**src/rtl/uart_tx_scheduler_pkg.sv**
```systemverilog
// Shared UART types and constants.
//   UART_DATA_WIDTH      : width of the byte buses between sources and the TX path
//   baudRateEnum         : supported line rates
//   dataTypeEnum         : 5..8 data bits per frame
//   parityTypeEnum       : even / odd parity
//   stopBitEnum          : one / two stop bits
//   UartTxSchedStateEnum : frame sequencing states of the TX scheduler
//   data_bit_count()     : number of data bits encoded by a dataTypeEnum value
package uart_tx_scheduler_pkg;

  localparam int UART_DATA_WIDTH = 8;

  typedef enum logic [1:0] {BAUD_4800, BAUD_9600, BAUD_19200} baudRateEnum;
  typedef enum logic [1:0] {FIVE_BIT, SIX_BIT, SEVEN_BIT, EIGHT_BIT} dataTypeEnum;
  typedef enum logic {EVEN_PARITY, ODD_PARITY} parityTypeEnum;
  typedef enum logic {ONE_BIT, TWO_BIT} stopBitEnum;
  typedef enum logic [2:0] {IDLE, START, DATA, PARITY, STOP} UartTxSchedStateEnum;

  function automatic logic [3:0] data_bit_count(input dataTypeEnum dt);
    return 4'd5 + {2'b00, dt};
  endfunction

endpackage

```
**src/rtl/uart_tx_scheduler_baud_tick_gen.sv**
```systemverilog
// Bit-period timer, shared with the RX side.
//   clk, reset : clock and asynchronous active-high reset
//   restart    : load a new period (div) and start timing the first bit
//   div        : bit period in clock cycles, captured on restart
//   enable     : timer runs while high
//   tick       : high on the last cycle of each bit period
module uart_baud_tick_gen #(
  parameter int DIV_W = 16
) (
  input  logic             clk,
  input  logic             reset,
  input  logic             restart,
  input  logic [DIV_W-1:0] div,
  input  logic             enable,
  output logic             tick
);

  logic [DIV_W-1:0] div_reg;
  logic [DIV_W-1:0] cnt_reg;

  // Down-counter: reaching zero ends the bit, and the counter reloads from the
  // period captured at restart so every bit of a frame has the same length.
  always_ff @(posedge clk or posedge reset) begin
    if (reset) begin
      div_reg <= '0;
      cnt_reg <= '0;
    end else if (restart) begin
      div_reg <= div;
      cnt_reg <= div - DIV_W'(1);
    end else if (enable) begin
      if (cnt_reg == '0) begin
        cnt_reg <= div_reg - DIV_W'(1);
      end else begin
        cnt_reg <= cnt_reg - DIV_W'(1);
      end
    end
  end

  assign tick = enable && (cnt_reg == '0);

endmodule

```
**src/rtl/uart_tx_scheduler.sv**
```systemverilog
// UART transmit scheduler: round-robin arbitration between two byte sources,
// configuration latch at frame acceptance, and serial frame sequencing with
// parity / framing / break error injection.
//   clk, reset                 : clock, asynchronous active-high reset
//   req0*/req1*                : valid/ready byte requesters (ready is combinational)
//   uartBaudRate..uartStopBits : line configuration, sampled at accept
//   uart*ErrorInjection        : error injection controls, sampled at accept
//   tx                         : registered serial line, idle high
//   busy                       : frame in progress
//   grantId                    : requester of the current or last frame
//   frameDone                  : pulse on the final cycle of the last stop bit
module uart_tx_scheduler
  import uart_tx_scheduler_pkg::*;
#(
  parameter int DATA_WIDTH  = UART_DATA_WIDTH,
  parameter int CLK_FREQ_HZ = 1843200
) (
  input  logic                  clk,
  input  logic                  reset,
  input  logic                  req0Valid,
  input  logic [DATA_WIDTH-1:0] req0Data,
  output logic                  req0Ready,
  input  logic                  req1Valid,
  input  logic [DATA_WIDTH-1:0] req1Data,
  output logic                  req1Ready,
  input  baudRateEnum           uartBaudRate,
  input  dataTypeEnum           uartDataType,
  input  logic                  uartParityEnable,
  input  parityTypeEnum         uartParityType,
  input  stopBitEnum            uartStopBits,
  input  logic                  uartParityErrorInjection,
  input  logic                  uartFramingErrorInjection,
  input  logic                  uartBreakingErrorInjection,
  output logic                  tx,
  output logic                  busy,
  output logic                  grantId,
  output logic                  frameDone
);

  localparam int DIV_W = $clog2(CLK_FREQ_HZ / 4800 + 1);
  localparam int CNT_W = (DATA_WIDTH > 1) ? $clog2(DATA_WIDTH) : 1;
  localparam logic [DIV_W-1:0] DIV_4800  = DIV_W'(CLK_FREQ_HZ / 4800);
  localparam logic [DIV_W-1:0] DIV_9600  = DIV_W'(CLK_FREQ_HZ / 9600);
  localparam logic [DIV_W-1:0] DIV_19200 = DIV_W'(CLK_FREQ_HZ / 19200);

  UartTxSchedStateEnum state_reg, state_next;
  logic                  tx_reg, tx_next;
  logic [CNT_W-1:0]      bit_cnt_reg, bit_cnt_next;
  logic                  stop_cnt_reg, stop_cnt_next;
  logic [DATA_WIDTH-1:0] data_reg;
  logic [CNT_W-1:0]      last_bit_reg;
  logic                  parity_en_reg;
  logic                  parity_bit_reg;
  logic                  two_stop_reg;
  logic                  framing_inj_reg;
  logic                  break_inj_reg;
  logic                  last_grant_reg;
  logic                  grant_id_reg;

  logic                  arb_open;
  logic                  grant_sel;
  logic                  accept;
  logic                  load;
  logic                  tick;
  logic                  frame_done;
  logic [DIV_W-1:0]      div_sel;
  logic [DATA_WIDTH-1:0] sel_data;
  logic [DATA_WIDTH-1:0] used_mask;
  logic [3:0]            new_bits;
  logic                  new_parity;
  logic [CNT_W-1:0]      bit_cnt_inc;

  // ---------------- arbitration ----------------
  // Readies are gated by reset as well so they drop the instant reset rises.
  assign arb_open  = (state_reg == IDLE) && !reset;
  assign grant_sel = (req0Valid && req1Valid) ? ~last_grant_reg : req1Valid;
  assign req0Ready = arb_open && !grant_sel && req0Valid;
  assign req1Ready = arb_open &&  grant_sel && req1Valid;
  assign accept    = arb_open && (req0Valid || req1Valid);
  assign sel_data  = grant_sel ? req1Data : req0Data;

  always_comb begin
    div_sel = DIV_19200;
    case (uartBaudRate)
      BAUD_4800:  div_sel = DIV_4800;
      BAUD_9600:  div_sel = DIV_9600;
      BAUD_19200: div_sel = DIV_19200;
      default:    div_sel = DIV_19200;
    endcase
  end

  // ---------------- parity of the bits actually sent ----------------
  assign new_bits = data_bit_count(uartDataType);

  generate
    for (genvar gi = 0; gi < DATA_WIDTH; gi++) begin : g_mask
      assign used_mask[gi] = (32'(gi) < 32'(new_bits));
    end
  endgenerate

  assign new_parity = (^(sel_data & used_mask))
                    ^ (uartParityType == ODD_PARITY)
                    ^ uartParityErrorInjection;

  // ---------------- bit timer ----------------
  uart_baud_tick_gen #(
    .DIV_W (DIV_W)
  ) u_tick (
    .clk     (clk),
    .reset   (reset),
    .restart (load),
    .div     (div_sel),
    .enable  (state_reg != IDLE),
    .tick    (tick)
  );

  // ---------------- frame sequencing ----------------
  assign bit_cnt_inc = bit_cnt_reg + CNT_W'(1);

  always_comb begin
    state_next    = state_reg;
    tx_next       = tx_reg;
    bit_cnt_next  = bit_cnt_reg;
    stop_cnt_next = stop_cnt_reg;
    frame_done    = 1'b0;
    load          = 1'b0;
    case (state_reg)
      IDLE: begin
        tx_next = 1'b1;
        if (accept) begin
          state_next    = START;
          tx_next       = 1'b0;
          bit_cnt_next  = '0;
          stop_cnt_next = 1'b0;
          load          = 1'b1;
        end
      end
      START: begin
        if (tick) begin
          state_next = DATA;
          tx_next    = data_reg[bit_cnt_reg];
        end
      end
      DATA: begin
        if (tick) begin
          if (bit_cnt_reg == last_bit_reg) begin
            if (parity_en_reg) begin
              state_next = PARITY;
              tx_next    = parity_bit_reg;
            end else begin
              state_next = STOP;
              tx_next    = ~framing_inj_reg;
            end
          end else begin
            bit_cnt_next = bit_cnt_inc;
            tx_next      = data_reg[bit_cnt_inc];
          end
        end
      end
      PARITY: begin
        if (tick) begin
          state_next = STOP;
          tx_next    = ~framing_inj_reg;
        end
      end
      STOP: begin
        if (tick) begin
          if (stop_cnt_reg == two_stop_reg) begin
            state_next = IDLE;
            tx_next    = 1'b1;
            frame_done = 1'b1;
          end else begin
            stop_cnt_next = 1'b1;
            // Framing injection only corrupts the first stop bit.
            tx_next       = 1'b1;
          end
        end
      end
      default: begin
        state_next = IDLE;
        tx_next    = 1'b1;
      end
    endcase
    // Break holds the line low for every bit; the start bit is already low,
    // so the flag only needs to apply once the frame's config is latched.
    if (break_inj_reg && (state_reg != IDLE) && (state_next != IDLE)) begin
      tx_next = 1'b0;
    end
  end

  always_ff @(posedge clk or posedge reset) begin
    if (reset) begin
      state_reg       <= IDLE;
      tx_reg          <= 1'b1;
      bit_cnt_reg     <= '0;
      stop_cnt_reg    <= 1'b0;
      data_reg        <= '0;
      last_bit_reg    <= '0;
      parity_en_reg   <= 1'b0;
      parity_bit_reg  <= 1'b0;
      two_stop_reg    <= 1'b0;
      framing_inj_reg <= 1'b0;
      break_inj_reg   <= 1'b0;
      last_grant_reg  <= 1'b1;
      grant_id_reg    <= 1'b0;
    end else begin
      state_reg    <= state_next;
      tx_reg       <= tx_next;
      bit_cnt_reg  <= bit_cnt_next;
      stop_cnt_reg <= stop_cnt_next;
      if (accept) begin
        data_reg        <= sel_data;
        last_bit_reg    <= CNT_W'(new_bits - 4'd1);
        parity_en_reg   <= uartParityEnable;
        parity_bit_reg  <= new_parity;
        two_stop_reg    <= (uartStopBits == TWO_BIT);
        framing_inj_reg <= uartFramingErrorInjection;
        break_inj_reg   <= uartBreakingErrorInjection;
        last_grant_reg  <= grant_sel;
        grant_id_reg    <= grant_sel;
      end
    end
  end

  assign tx        = tx_reg;
  assign busy      = (state_reg != IDLE);
  assign grantId   = grant_id_reg;
  assign frameDone = frame_done;

endmodule

```
**config.mk**
```make
export PLATFORM = sky130hd
export DESIGN_NAME = uart_tx_scheduler
export DESIGN_NICKNAME = d
export VERILOG_FILES = /design/src/rtl/uart_tx_scheduler_pkg.sv /design/src/rtl/uart_tx_scheduler_baud_tick_gen.sv /design/src/rtl/uart_tx_scheduler.sv
export SDC_FILE = /design/constraint.sdc
export NUM_CORES = 1
export LEC_CHECK = 0
export ABC_AREA = 0
export CAP_MARGIN = 5
export CORE_UTILIZATION = 59
export CTS_CLUSTER_SIZE = 12
export DETAILED_ROUTE_END_ITERATION = 7
export PLACE_DENSITY = 0.85
export SLEW_MARGIN = 30
export SYNTH_ARGS = -nofsm -noshare
export SYNTH_HDL_FRONTEND = slang
export SYNTH_SLANG_ARGS = --single-unit
```
**constraint.sdc**
```tcl
create_clock -name clk -period 3.5 [get_ports clk]
set_input_delay 0.7 -clock clk [delete_from_list [all_inputs] [get_ports clk]]
set_output_delay 0.7 -clock clk [all_outputs]
set_load 0.02 [all_outputs]
```
# After elaboration in Yosys (flattened, before gate mapping)

Cells that the tools add are included.

Eq/ne operators: 16
Add/sub/neg operators: 6
Mux-type cells: 41
Bitwise operators: 5
Reduce and logical (&&, ||, !) cells: 25
Magnitude comparators: 10

Operators by type and width:

| operator            | count |
|---|---|
| $mux 3              | 11 |
| $mux 9              | 3 |
| $sub 9x1->9 const B | 3 |
| $mux 1              | 19 |
| $pmux 9 s2          | 1 |
| $lt 3x4->1 const A  | 4 |
| $pmux 3 s5          | 1 |
| $ne 3x3->1 const B  | 4 |
| $reduce_and 4->1    | 3 |
| $logic_and 1x1->1   | 10 |
| $ne 2x2->1 const B  | 5 |
| $logic_not 9->1     | 1 |
| $and 8x8->8         | 1 |
| $lt 1x4->1 const A  | 2 |
| $lt 2x4->1 const A  | 2 |
| $lt 3x4->1 const B  | 2 |
| $mux 8              | 1 |
| $reduce_xor 8->1    | 1 |
| $bmux 1 s3          | 2 |
| $eq 3x2->1 const B  | 2 |
| $pmux 3 s2          | 1 |
| $reduce_bool 2->1   | 3 |
| $reduce_bool 3->1   | 2 |
| $pmux 1 s5          | 1 |
| other kinds (15)    | 18 |

Register bits: 44
Bits of input ports: 30
Word-level logic and storage cells: 118
Output and inout port bits: 6

# Logic depth before layout (Yosys ltp)

Word-level depth: 9
Depth in mapped cells: 8
Depth with buffers taken out: 6

# By module

A second synthesis with hierarchy kept.

Cell total of the unflattened synthesis: 304
Area total of the unflattened synthesis: 2758.9 um^2

By module, submodules not included:

| module             | cells an instance | area an instance (um^2) | seq. area each (um^2) | instances |
|---|---|---|---|---|
| uart_tx_scheduler  | 190               | 1704.1                  | 653.1                 | 1 |
| uart_baud_tick_gen | 114               | 1054.8                  | 450.4                 | 1 |

# Least setup slack after synthesis

No wires, ideal clock.

Kind: input -> register
From: in reset
To: reg bit_cnt_reg[0]
Setup slack: 0.695 ns
Setup time: 0.121 ns
Path buffers: 1
Arrival time: 2.684 ns
Required time: 3.379 ns
Stages on the path: 6
Path through: inv_1 > o21ai_1 > or2_1 > buf_6 > o31a_1 > a22o_1

Longest elaborated chain between the ends: 5

RTL lines:

| what                       | line                     | RTL |
|---|---|---|
| start: declaration         | uart_tx_scheduler.sv:19  | `input logic reset,` |
| $logic_not 1->1 (no line)  | --                       |  |
| $logic_and 1x1->1          | uart_tx_scheduler.sv:75  | `assign arb_open = (state_reg == IDLE) && !reset;` |
| $logic_and 1x1->1          | uart_tx_scheduler.sv:79  | `assign accept = arb_open && (req0Valid \|\| req1Valid);` |
| $ne 2x2->1 (no line)       | --                       |  |
| $reduce_and 4->1 (no line) | --                       |  |
| end signal: assignment     | uart_tx_scheduler.sv:209 | `bit_cnt_reg <= bit_cnt_next;` |
| end: declaration           | uart_tx_scheduler.sv:48  | `logic [CNT_W-1:0] bit_cnt_reg, bit_cnt_next;` |

No other way between the ends.
A chain may end at the register's enable or synchronous reset.

# Worst setup path in the final report

From: reg u_tick.cnt_reg[3]
To: out frameDone

Longest elaborated chain between the ends: 4

RTL lines:

| what                     | line                                  | RTL |
|---|---|---|
| start: declaration       | uart_tx_scheduler_baud_tick_gen.sv:19 | `logic [DIV_W-1:0] cnt_reg;` |
| start signal: assignment | uart_tx_scheduler_baud_tick_gen.sv:29 | `cnt_reg <= div - DIV_W'(1);` |
| start signal: assignment | uart_tx_scheduler_baud_tick_gen.sv:32 | `cnt_reg <= div_reg - DIV_W'(1);` |
| start signal: assignment | uart_tx_scheduler_baud_tick_gen.sv:34 | `cnt_reg <= cnt_reg - DIV_W'(1);` |
| $logic_not 9->1          | uart_tx_scheduler_baud_tick_gen.sv:39 | `assign tick = enable && (cnt_reg == '0);` |
| $logic_and 1x1->1        | uart_tx_scheduler_baud_tick_gen.sv:39 |  |
| $mux 1                   | uart_tx_scheduler.sv:167              | `if (tick) begin` |
| $mux 1                   | uart_tx_scheduler.sv:127              | `case (state_reg)` |
| end: declaration         | uart_tx_scheduler.sv:37               | `output logic frameDone` |

No other way between the ends.

==> flow_summary_export.csv <==
group,metric,value,unit
clock_network,worstSkewPairLatency,0.30,ns
drt,drt_wl_total,5090,um
die,die_w,66.6,um
sta,min_period,3.09,ns
global_routing,grt_pass1_vias,1835,
sta,hold_slack,0.494,ns
clock_network,numCtsBuffers,5,
worst_setup_path,crit_required,2.80,ns
clock_network,htree_levels,2,
sta,grt_setup_unrepaired,"no",
sta,slew_headroom,66.8,%
drt,drc_errors,1,
finish,fin_nets,331,
logic_synthesis,synth_top_area_share,37.6,%
clock_network,root_buffer,"clkbuf_8",
logic_synthesis,yosysUniqueCellTypes,56,
clock_network,cts_num_sinks,39,
power,seq_power_share,43.0,%
worst_setup_path,cp-end-kind,"output port",
die,core_area,0.00400,mm2
logic_synthesis,syn_avg_cell_area,9.36,um2
clock_network,clockBufferDepth,2,
finish,diodes,0,
worst_setup_path,worstPathArrival,2.39,ns
sta,maxSlewViolCount,0,
global_routing,grt_use_total,25.5,%
worst_setup_path,r2r-start,"bit_cnt_reg[0]$_DFFE_PP0P_",
worst_setup_path,startpoint,"u_tick.cnt_reg[3]$_DFFE_PP0P_",
logic_synthesis,yosysWarningCount,0,
finish,fin_util,73.7,%
power,ir_drop,533,uV
finish,syn_to_final_growth,19.7,%
power,pwr-share-comb,37.9,%
placed_design,place_congestion,0.819,
power,power.density,656,mW/mm2
sta,max_slew.worst_pin.slew,0.498,ns
sta,period_share,88.2,%
worst_setup_path,crit_fanout,8,
run,drv_cap,0,
clock_network,cts-resized-gates,0,
run_status,violations,"DRC",
logic_synthesis,synthesis.nets,295,
sta,hold_viol,0,
run_status,outcome,"complete, but fails checks",
power,swShare,38.2,%
finish,largest_reg_flops,9,
logic_synthesis,ys_seq_area_share,39.7,%
logic_synthesis,synth-main-ff-cell,"dfrtp_1",
global_routing,grt_pass1_wl,8460,um
logic_synthesis,netlist_top_cells_area,"dfrtp_1 38%, nand2_1 7.3%, mux2i_1 6.1%, o21ai_0 3.7%, a21oi_1 3.0%",
logic_synthesis,synth_most_common_cell,"nand2_1",
logic_synthesis,ys_async_sr_fraction,100,%
power,p_leak,1.25,nW
hold_path,hold_class,"reg2reg",
placed_design,port_buffers,35,
sta,setup-tns-final,0,ns
worst_setup_path,crit_type,"reg2out",
power,internal_power,1.20,mW
clock_network,ctsHoldBuffers,0,
die,die_area,0.00444,mm2
power,switchingPower,0.739,mW
drt,viasPerCell,5.89,
die,dieHeight,66.6,um
sta,setup_viol,0,
die,initial_core_util,61.6,%
clock_network,cts_tree,"done",
logic_synthesis,syn_inst,263,
clock_network,cts.clk_slew.worst_paths,0.08,ns
die,io_pins,36,
global_routing,grt_max_degree,41,
drt,drt_iter0_markers,133,
drt,antenna_left,0,
die,rows,23,
sta,max_freq,324,MHz
placed_design,hpwl,3730,um
drt,detail_route.wl_per_cell,14.6,um
logic_synthesis,synth.largest_area_cell,"dfrtp_1",
power,pwr-share-clk,19.0,%
clock_network,cts_setup_buffers,0,
hold_path,hold_start,"last_bit_reg[2]$_DFFE_PP0P_",
drt,via_count,2054,
global_routing,gr-total-overflow,0,
worst_setup_path,startpoint_type,"flop",
power,power,1.94,mW
sta,final.setup_skew,0.00531,ns
finish,drive_above_1_share,9.70,%
global_routing,antenna_found_initial,0,
logic_synthesis,yosys-top-cells-count,"48 x nand2_1, 37 x dfrtp_1, 19 x nor2_1",
logic_synthesis,synth_area,0.00246,mm2
logic_synthesis,synth-edff-count,0,
drt,drtPass1Iterations,7,
logic_synthesis,synth-seq-cells,39,
## worst paths after layout
kind	to	slack, ns	cells past startpoint
hold / removal	last_bit_reg[2]$_DFFE_PP0P_	0.49	1
min in group asynchronous	break_inj_reg$_DFFE_PP0P_	0.86	3
setup / recovery	frameDone	0.41	4
hold reg to reg	last_bit_reg[2]$_DFFE_PP0P_	0.49	1
max in group asynchronous	tx$_DFFE_PP1P_	2.27	3
setup reg to reg	tx$_DFFE_PP1P_	1.37	6
## worst max-delay path, cell delays in order, from the launching register on
cell and delay, ns:
dfrtp_1 0.45, nor4_4 0.37, nand3_1 0.36, nor3_1 0.28, clkdlybuf4s50_1 0.63
## power by group through the flow
stage	Combinational, mW	Sequential, mW	Clock, mW
after floorplan	0.552	0.794	0
after global placement	0.702	0.827	0
after detailed placement	0.734	0.833	0
after CTS	0.736	0.828	0.370
after global routing	0.822	0.857	0.391
final	0.734	0.833	0.369
## cells by family after synthesis
group | Yosys count | share of synthesized area (%)
XOR/XNOR | 18 | 7.52
multiplexers | 20 | 9.76
flip-flops | 39 | 39.7
adder cells (fa/ha/maj) | 2 | 1.02
AO/OA/AOI/OAI | 66 | 17.8
AND/OR/NAND/NOR | 97 | 19.6
buffers and inverters | 21 | 4.57
## cell type report
class | count | area (um2)
Tap cell | 50 | 62.6
Clock inverter | 1 | 30.0
Multi-Input combinational cell | 203 | 1370
Inverter | 8 | 30.0
Timing Repair Buffer | 42 | 403
Clock buffer | 6 | 72.6
Fill cell | 303 | 1050
Sequential cell | 39 | 978
## per-layer routing
layer	global-route usage, %	vias to the layer above	wire (um)
li1	-	1008	-
met1	35.9	971	2400
met2	39.1	65	2360
met3	5.14	10	226
met4	8.51	0	96
met5	0	-	0
## placed cells by master (no fill, tap or decap), drive strengths merged, types with 3 or more instances in the layout
master and n:
clkbuf 6, dfrtp 37, a21oi 16, nor2 19
inv 8, xnor2 8, nand3 5, mux2i 15
nand2 48, a22o 3, nand2b 4, mux4 3
o21ai 23, nor4 3, a21o 4, nor3 8
clkdlybuf4s50 35, buf 7, xor2 8
## metrics by stage
step / instances / setup WS (ns) / cell area, um2
floorplan: 263 / 0.695 / 2460
global placement: 342 / 0.617 / 2850
detailed placement: 342 / 0.538 / 2850
CTS: 349 / 0.422 / 2950
global route: 349 / 0.340 / 2950
finish: 349 / 0.412 / 2950
(Power assumes the default switching activity.)
